**src/rtl/l1i_cache_pkg.sv**
```systemverilog
// Shared types and constants for the L1 instruction cache.
// Holds the refill FSM encoding, the MMU word-width code and the counter helper.
package l1i_cache_pkg;

    typedef enum logic {
        L1I_IDLE   = 1'b0,
        L1I_REFILL = 1'b1
    } l1i_state_t;

    localparam logic [1:0] MMU_WIDTH_WORD = 2'b10;

    function automatic logic [31:0] sat_inc(input logic [31:0] value);
        return (value == 32'hFFFF_FFFF) ? value : value + 32'd1;
    endfunction

endpackage

```
**src/rtl/l1i_cache_if.sv**
```systemverilog
// Fetch-side and MMU-side signal bundle of the L1 instruction cache.
// slave is the cache view; master is the view of the CPU/MMU environment.
interface l1i_cache_if #(
    parameter int ADDR_WIDTH = 32
);
    logic                  cpu_req;
    logic [ADDR_WIDTH-1:0] cpu_addr;
    logic                  cpu_flush;
    logic                  cpu_ready;
    logic [31:0]           cpu_instr;
    logic                  mmu_read_enable;
    logic [ADDR_WIDTH-1:0] mmu_address;
    logic [1:0]            mmu_mem_data_width;
    logic                  mmu_mem_signed_read;
    logic                  mmu_mem_ready;
    logic [31:0]           mmu_data_out;

    modport slave (
        input  cpu_req, cpu_addr, cpu_flush, mmu_mem_ready, mmu_data_out,
        output cpu_ready, cpu_instr, mmu_read_enable, mmu_address,
               mmu_mem_data_width, mmu_mem_signed_read
    );

    modport master (
        output cpu_req, cpu_addr, cpu_flush, mmu_mem_ready, mmu_data_out,
        input  cpu_ready, cpu_instr, mmu_read_enable, mmu_address,
               mmu_mem_data_width, mmu_mem_signed_read
    );
endinterface

```
**src/rtl/l1i_data_array.sv**
```systemverilog
// Instruction word storage: combinational read port, write port on clk.
// Read has zero latency; the write port is never stalled.
module l1i_data_array #(
    parameter int  NUM_LINES      = 16,
    parameter int  WORDS_PER_LINE = 4,
    localparam int IDX_W          = $clog2(NUM_LINES),
    localparam int WORD_W         = $clog2(WORDS_PER_LINE)
) (
    input  logic              clk,
    input  logic              wr_en,
    input  logic [IDX_W-1:0]  wr_index,
    input  logic [WORD_W-1:0] wr_word,
    input  logic [31:0]       wr_data,
    input  logic [IDX_W-1:0]  rd_index,
    input  logic [WORD_W-1:0] rd_word,
    output logic [31:0]       rd_data
);

    logic [31:0] mem [NUM_LINES*WORDS_PER_LINE];

    always_ff @(posedge clk) begin
        if (wr_en) begin
            mem[{wr_index, wr_word}] <= wr_data;
        end
    end

    assign rd_data = mem[{rd_index, rd_word}];

endmodule

```
**src/rtl/l1i_cache.sv**
```systemverilog
// Direct-mapped read-only L1I: hits answer in the same cycle, misses refill a line word by word.
// Miss latency is the sum of MMU word latencies plus one; the MMU request is held until mmu_mem_ready.
module l1i_cache
    import l1i_cache_pkg::*;
#(
    parameter int NUM_LINES      = 16,
    parameter int WORDS_PER_LINE = 4,
    parameter int ADDR_WIDTH     = 32
) (
    input  logic        clk,
    input  logic        reset_n,
    l1i_cache_if.slave  bus,
    output logic [31:0] hit_count,
    output logic [31:0] miss_count
);

    localparam int WORD_W = $clog2(WORDS_PER_LINE);
    localparam int IDX_W  = $clog2(NUM_LINES);
    localparam int TAG_W  = ADDR_WIDTH - 2 - WORD_W - IDX_W;
    localparam logic [WORD_W-1:0] LAST_WORD = WORD_W'(WORDS_PER_LINE - 1);

    l1i_state_t state, next_state;

    logic [NUM_LINES-1:0] valid;
    logic [TAG_W-1:0]     tag_mem [NUM_LINES];
    logic [TAG_W-1:0]     refill_tag;
    logic [IDX_W-1:0]     refill_index;
    logic [WORD_W-1:0]    word_cnt;
    logic                 flush_pending;

    logic [TAG_W-1:0]      cur_tag;
    logic [IDX_W-1:0]      cur_index;
    logic [WORD_W-1:0]     cur_word;
    logic                  lookup_hit;
    logic                  hit;
    logic                  miss;
    logic                  fill_we;
    logic                  last_beat;
    logic                  read_enable;
    logic [ADDR_WIDTH-1:0] read_address;
    logic [31:0]           rd_data;
    logic                  unused_byte_offset;

    assign cur_word           = bus.cpu_addr[2 +: WORD_W];
    assign cur_index          = bus.cpu_addr[2 + WORD_W +: IDX_W];
    assign cur_tag            = bus.cpu_addr[ADDR_WIDTH-1 -: TAG_W];
    assign unused_byte_offset = ^bus.cpu_addr[1:0];

    assign lookup_hit = valid[cur_index] && (tag_mem[cur_index] == cur_tag);

    always_ff @(posedge clk) begin
        if (!reset_n) begin
            state <= L1I_IDLE;
        end else begin
            state <= next_state;
        end
    end

    always_comb begin
        next_state   = state;
        hit          = 1'b0;
        miss         = 1'b0;
        fill_we      = 1'b0;
        last_beat    = 1'b0;
        read_enable  = 1'b0;
        read_address = '0;
        case (state)
            L1I_IDLE: begin
                if (bus.cpu_req) begin
                    if (lookup_hit) begin
                        hit = 1'b1;
                    end else begin
                        miss       = 1'b1;
                        next_state = L1I_REFILL;
                    end
                end
            end
            L1I_REFILL: begin
                read_enable  = 1'b1;
                read_address = {refill_tag, refill_index, word_cnt, 2'b00};
                if (bus.mmu_mem_ready) begin
                    fill_we = 1'b1;
                    if (word_cnt == LAST_WORD) begin
                        last_beat  = 1'b1;
                        next_state = L1I_IDLE;
                    end
                end
            end
            default: next_state = L1I_IDLE;
        endcase
        // Outputs stay quiet for the whole time reset is held, not only after the edge.
        if (!reset_n) begin
            hit          = 1'b0;
            miss         = 1'b0;
            fill_we      = 1'b0;
            last_beat    = 1'b0;
            read_enable  = 1'b0;
            read_address = '0;
        end
    end

    always_ff @(posedge clk) begin
        if (!reset_n) begin
            valid         <= '0;
            word_cnt      <= '0;
            flush_pending <= 1'b0;
            refill_tag    <= '0;
            refill_index  <= '0;
            hit_count     <= '0;
            miss_count    <= '0;
        end else begin
            if (hit) begin
                hit_count <= sat_inc(hit_count);
            end
            if (miss) begin
                miss_count       <= sat_inc(miss_count);
                refill_tag       <= cur_tag;
                refill_index     <= cur_index;
                word_cnt         <= '0;
                flush_pending    <= 1'b0;
                valid[cur_index] <= 1'b0;
            end
            if (fill_we) begin
                word_cnt <= word_cnt + WORD_W'(1);
            end
            if (last_beat) begin
                if (!flush_pending) begin
                    valid[refill_index] <= 1'b1;
                end
                flush_pending <= 1'b0;
            end
            // A flush on the final beat already wipes the new line, so no pending flag is needed then.
            if (bus.cpu_flush) begin
                valid <= '0;
                if (state == L1I_REFILL && !last_beat) begin
                    flush_pending <= 1'b1;
                end
            end
        end
    end

    always_ff @(posedge clk) begin
        if (last_beat) begin
            tag_mem[refill_index] <= refill_tag;
        end
    end

    l1i_data_array #(
        .NUM_LINES      (NUM_LINES),
        .WORDS_PER_LINE (WORDS_PER_LINE)
    ) u_data_array (
        .clk      (clk),
        .wr_en    (fill_we),
        .wr_index (refill_index),
        .wr_word  (word_cnt),
        .wr_data  (bus.mmu_data_out),
        .rd_index (cur_index),
        .rd_word  (cur_word),
        .rd_data  (rd_data)
    );

    assign bus.cpu_ready           = hit;
    assign bus.cpu_instr           = rd_data;
    assign bus.mmu_read_enable     = read_enable;
    assign bus.mmu_address         = read_address;
    assign bus.mmu_mem_data_width  = MMU_WIDTH_WORD;
    assign bus.mmu_mem_signed_read = 1'b0;

endmodule
```
**src/flat_wrapper.sv**
```systemverilog
// flat-port wrapper written by rule: the top's interface ports become plain ports
module l1i_cache_flat import l1i_cache_pkg::*;
#(
    parameter int NUM_LINES      = 16,
    parameter int WORDS_PER_LINE = 4,
    parameter int ADDR_WIDTH     = 32
)
  (clk, reset_n, hit_count, miss_count, bus_cpu_req, bus_cpu_addr, bus_cpu_flush, bus_mmu_mem_ready, bus_mmu_data_out, bus_cpu_ready, bus_cpu_instr, bus_mmu_read_enable, bus_mmu_address, bus_mmu_mem_data_width, bus_mmu_mem_signed_read);
  l1i_cache_if #(.ADDR_WIDTH(ADDR_WIDTH)) bus_i ();
  input  logic clk;
  input  logic reset_n;
  output logic [31:0] hit_count;
  output logic [31:0] miss_count;
  input wire logic [$bits(bus_i.cpu_req)-1:0] bus_cpu_req;
  input wire logic [$bits(bus_i.cpu_addr)-1:0] bus_cpu_addr;
  input wire logic [$bits(bus_i.cpu_flush)-1:0] bus_cpu_flush;
  input wire logic [$bits(bus_i.mmu_mem_ready)-1:0] bus_mmu_mem_ready;
  input wire logic [$bits(bus_i.mmu_data_out)-1:0] bus_mmu_data_out;
  output wire logic [$bits(bus_i.cpu_ready)-1:0] bus_cpu_ready;
  output wire logic [$bits(bus_i.cpu_instr)-1:0] bus_cpu_instr;
  output wire logic [$bits(bus_i.mmu_read_enable)-1:0] bus_mmu_read_enable;
  output wire logic [$bits(bus_i.mmu_address)-1:0] bus_mmu_address;
  output wire logic [$bits(bus_i.mmu_mem_data_width)-1:0] bus_mmu_mem_data_width;
  output wire logic [$bits(bus_i.mmu_mem_signed_read)-1:0] bus_mmu_mem_signed_read;
  assign bus_i.cpu_req = bus_cpu_req;
  assign bus_i.cpu_addr = bus_cpu_addr;
  assign bus_i.cpu_flush = bus_cpu_flush;
  assign bus_i.mmu_mem_ready = bus_mmu_mem_ready;
  assign bus_i.mmu_data_out = bus_mmu_data_out;
  assign bus_cpu_ready = bus_i.cpu_ready;
  assign bus_cpu_instr = bus_i.cpu_instr;
  assign bus_mmu_read_enable = bus_i.mmu_read_enable;
  assign bus_mmu_address = bus_i.mmu_address;
  assign bus_mmu_mem_data_width = bus_i.mmu_mem_data_width;
  assign bus_mmu_mem_signed_read = bus_i.mmu_mem_signed_read;
  l1i_cache #(.NUM_LINES(NUM_LINES), .WORDS_PER_LINE(WORDS_PER_LINE), .ADDR_WIDTH(ADDR_WIDTH)) u_core (.clk(clk), .reset_n(reset_n), .bus(bus_i), .hit_count(hit_count), .miss_count(miss_count));
endmodule
```
**config.mk**
```make
export PLATFORM = sky130hd
export DESIGN_NAME = l1i_cache_flat
export DESIGN_NICKNAME = d
export VERILOG_FILES = /design/src/rtl/l1i_cache_pkg.sv /design/src/rtl/l1i_cache_if.sv /design/src/rtl/l1i_data_array.sv /design/src/rtl/l1i_cache.sv /design/src/flat_wrapper.sv
export SDC_FILE = /design/constraint.sdc
export NUM_CORES = 2
export LEC_CHECK = 0
export BUFFER_PORTS_ARGS = -buffer_cell sky130_fd_sc_hd__buf_2
export CORE_ASPECT_RATIO = 1.5
export CORE_MARGIN = 2
export CORE_UTILIZATION = 43
export CTS_CLUSTER_DIAMETER = 40
export DETAILED_ROUTE_END_ITERATION = 10
export HOLD_SLACK_MARGIN = 0.06
export PLACE_DENSITY_LB_ADDON = 0.2
export SLEW_MARGIN = 20
export SYNTH_ARGS = -nofsm -noshare
export SYNTH_HDL_FRONTEND = slang
export SYNTH_HIERARCHICAL = 1
export SYNTH_SLANG_ARGS = --single-unit
```
**constraint.sdc**
```tcl
create_clock -name clk -period 8.55 [get_ports clk]
set_clock_uncertainty 0.2 [all_clocks]
set_input_delay 0.855 -clock clk [delete_from_list [all_inputs] [get_ports clk]]
set_output_delay 0.855 -clock clk [all_outputs]
set_load 0.03 [all_outputs]
```
==> metrics.txt <==
outcome finished clean; Synth cell types 69; drt via density 5.87; post-synth top area share 74.0%; data required time of the worst path 7.50 ns; grt total ovfl 0; DRC violations left 0; Cells after Synth 4730; Final min period 6.20 ns; Post-CTS Setup Repair Bufs 0; part of the cycle the worst path needs 72.5%; Die X 395 µm; Die Height 591 µm; num rows 215; Core ar. 228000 µm²; Yosys reg bits 2544; CP Capture Type primary output; Routed Antenna Nets 0; cts bufs inserted 282; via count 49100; CTS tree built; Setup WS pre-CTS 2.09 ns; final core utilization 49.6%; Die Footprint 234000 µm²; wire length of the first global-routing pass 374000 µm; worst-margin pin slew 1.18 ns; pwr/cell area 236 nW/µm²; clk_lat worst skew 0.83 ns; Layout Nets 5184; worst setup margin 2.35 ns; CTS max path bufs 4; initial DRC count 4432; WP data arrival 5.15 ns; WL/cell 31.6 µm; Tot Pwr 26.8 mW; starting density of the core 43.2%; IO Pins 202; total routed wirelength 264000 µm; Sink Count 2544; dpl cells 7865; number of global-route vias before repair 50800; share of cells above drive strength 1 27.9%; DR pass1 iterations 5; Final Non-Filler Cells 8373; HPWL Detailed 149000 µm; Hold Crit Class in2reg; Crit Path Category in2out; port bufs 194; Clk Tree Root Cell clkbuf_16; Final Max Tran Viols 0; H-tree Lvls 5; Hold-fix buffers, CTS 1; overall routing resource usage 22.4%; max cap viols 0; Synth Flop Type edfxtp_1; Max-slew headroom 21.5%; RSZ-0062 raised after global routing no; final hold vios 0; Layout area overhead 14.6%; final hold slack 0.125 ns; initial antenna violation count 17; PostCTS Resize Cnt 0; leakage 36.5 nW; CP Max Fanout 75; Seq/Total Area, Yosys 76.2%; largest net degree at the start of global routing 102; Synth area leaders edfxtp_1 74%, mux4_2 14%, mux2i_1 2.4%, dfxtp_1 2.3%, nor2_1 0.84%; Ys Warns 6; Design Area, Final 113000 µm²; FMAX 161 MHz; Worst-path clk slew 0.06 ns; mean post-synth cell area 20.9 µm²; DP Area 104000 µm²; Setup Viol. Count Final 0; area leader, netlist edfxtp_1; Post-synth ARST share 0%; Worst VDD drop 0.203 mV; number of synthesized flops with an enable pin 2432; CP Launch Type input pin; Final TNS setup 0 ns; area of the mapped netlist 98700 µm²; GPL Wtd Cong 0.876
report_power, final:
group	leakage [nW]	internal [mW]	switching [mW]	total, mW
registers	23.1	13.7	0.0359	13.7
logic	9.07	0.443	0.886	1.33
clock network	4.33	6.76	4.98	11.7
total	36.5	20.9	5.90	26.8
cell type report:
cell class | count | area (µm²)
Clock buffer | 337 | 7500
Sequential cell | 2544 | 75300
Timing Repair Buffer | 363 | 2410
Fill cell | 18400 | 115000
Tap cell | 3038 | 3800
Antenna cell | 8 | 20.0
Multi-Input combinational cell | 1902 | 22700
Clock inverter | 162 | 1450
Inverter | 19 | 71.3
cells in the mapped netlist (4+ instances only):
cell type,count
buf_4,40
dfxtp_1,112
clkbuf_1,117
a221oi_1,6
nor4_1,15
nor2b_1,20
mux2_2,21
a22oi_1,45
nand4_1,21
o211ai_1,5
a21oi_1,95
nand2_1,108
buf_2,77
and2_1,6
o311ai_0,16
nand3b_1,6
o32ai_1,6
buf_6,11
o31ai_1,20
buf_1,23
o21a_1,4
and3_1,49
xnor2_1,26
inv_1,18
nand2b_1,29
edfxtp_1,2432
mux2i_1,237
a41o_1,4
o221ai_1,28
mux4_2,595
a311oi_1,10
xor2_1,19
or4_1,22
o21ai_0,29
o22ai_1,95
nand3_1,42
or3_1,12
and4_1,5
nor3_1,29
nor2_1,222
logic make-up (layout without fill, tap and decap cells):
| logic type | count (synthesis) | after routing | share of synthesized area [%] |
|---|---|---|---|
| XOR/XNOR | 45 | 45 | 0.399 |
| other | 2 | 13 | 0.00761 |
| multiplexers | 856 | 856 | 16.3 |
| flip-flops | 2544 | 2544 | 76.2 |
| buffers and inverters | 287 | 881 | 1.42 |
| AO/OA/AOI/OAI | 390 | 390 | 2.65 |
| AND/OR/NAND/NOR | 603 | 603 | 2.98 |
| adder cells (fa/ha/maj) | 3 | 3 | 0.0380 |
per-layer routing:
layer	share of wire [%]	track usage (%)
met4	3.9	8.39
met1	37	27.1
met3	6.6	4.14
met2	52	39.9
met5	0.024	0
layout by cell type (no fill, tap or decap), types with 12 or more instances in the layout:
cell	n
nor4_1	15
xor2_1	19
or3_1	12
inv_6	17
nor2_1	148
mux2i_1	237
inv_8	12
a22oi_1	45
nand2_1	108
mux2_2	21
xnor2_1	26
edfxtp_1	2432
buf_2	189
buf_4	158
o311ai_0	16
mux4_2	595
clkbuf_16	292
clkinv_2	33
nand3_1	42
nand4_1	21
a21oi_1	95
clkinv_4	13
dfxtp_1	112
clkinv_1	46
o22ai_1	95
nor2_4	74
nor2b_1	20
clkbuf_1	43
inv_1	17
o21ai_0	29
bufinv_16	14
nand2b_1	27
o221ai_1	28
o31ai_1	20
or4_1	22
nor3_1	23
clkinvlp_4	19
and3_1	49
final timing paths:
path	startpoint	endpoint	slack, ns	cells after the start
max	bus_cpu_addr[5]	bus_cpu_ready	2.35	12
min	bus_cpu_addr[30]	u_core/refill_tag[22]	0.13	3
max reg2reg	u_core/tag_mem[13][11]	u_core/refill_tag[5]	3.92	10
min reg2reg	u_core/miss_count[22]	u_core/miss_count[22]	0.28	2
state kept, by name, summed over array words and instances, names as in the netlist:
| signal | count |
|---|---|
| u_core/word_cnt | 2 |
| u_core/valid | 16 |
| u_core/miss_count | 32 |
| u_core/state | 1 |
| u_core/refill_tag | 24 |
| u_core/refill_index | 4 |
| u_core/hit_count | 32 |
| u_core/tag_mem | 384 |
| u_core/u_data_array/mem | 2048 |
| u_core/flush_pending | 1 |
worst max-delay path: stages:
cell,delay (ns)
buf_8,0.55
buf_4,0.48
mux4_2,0.56
mux2i_1,0.35
xnor2_1,0.15
o21ai_1,0.24
nand2_1,0.08
or4_4,0.43
nor4_4,0.51
nand2_2,0.41
inv_1,0.16
buf_2,0.21
(Power assumes the default switching activity.)
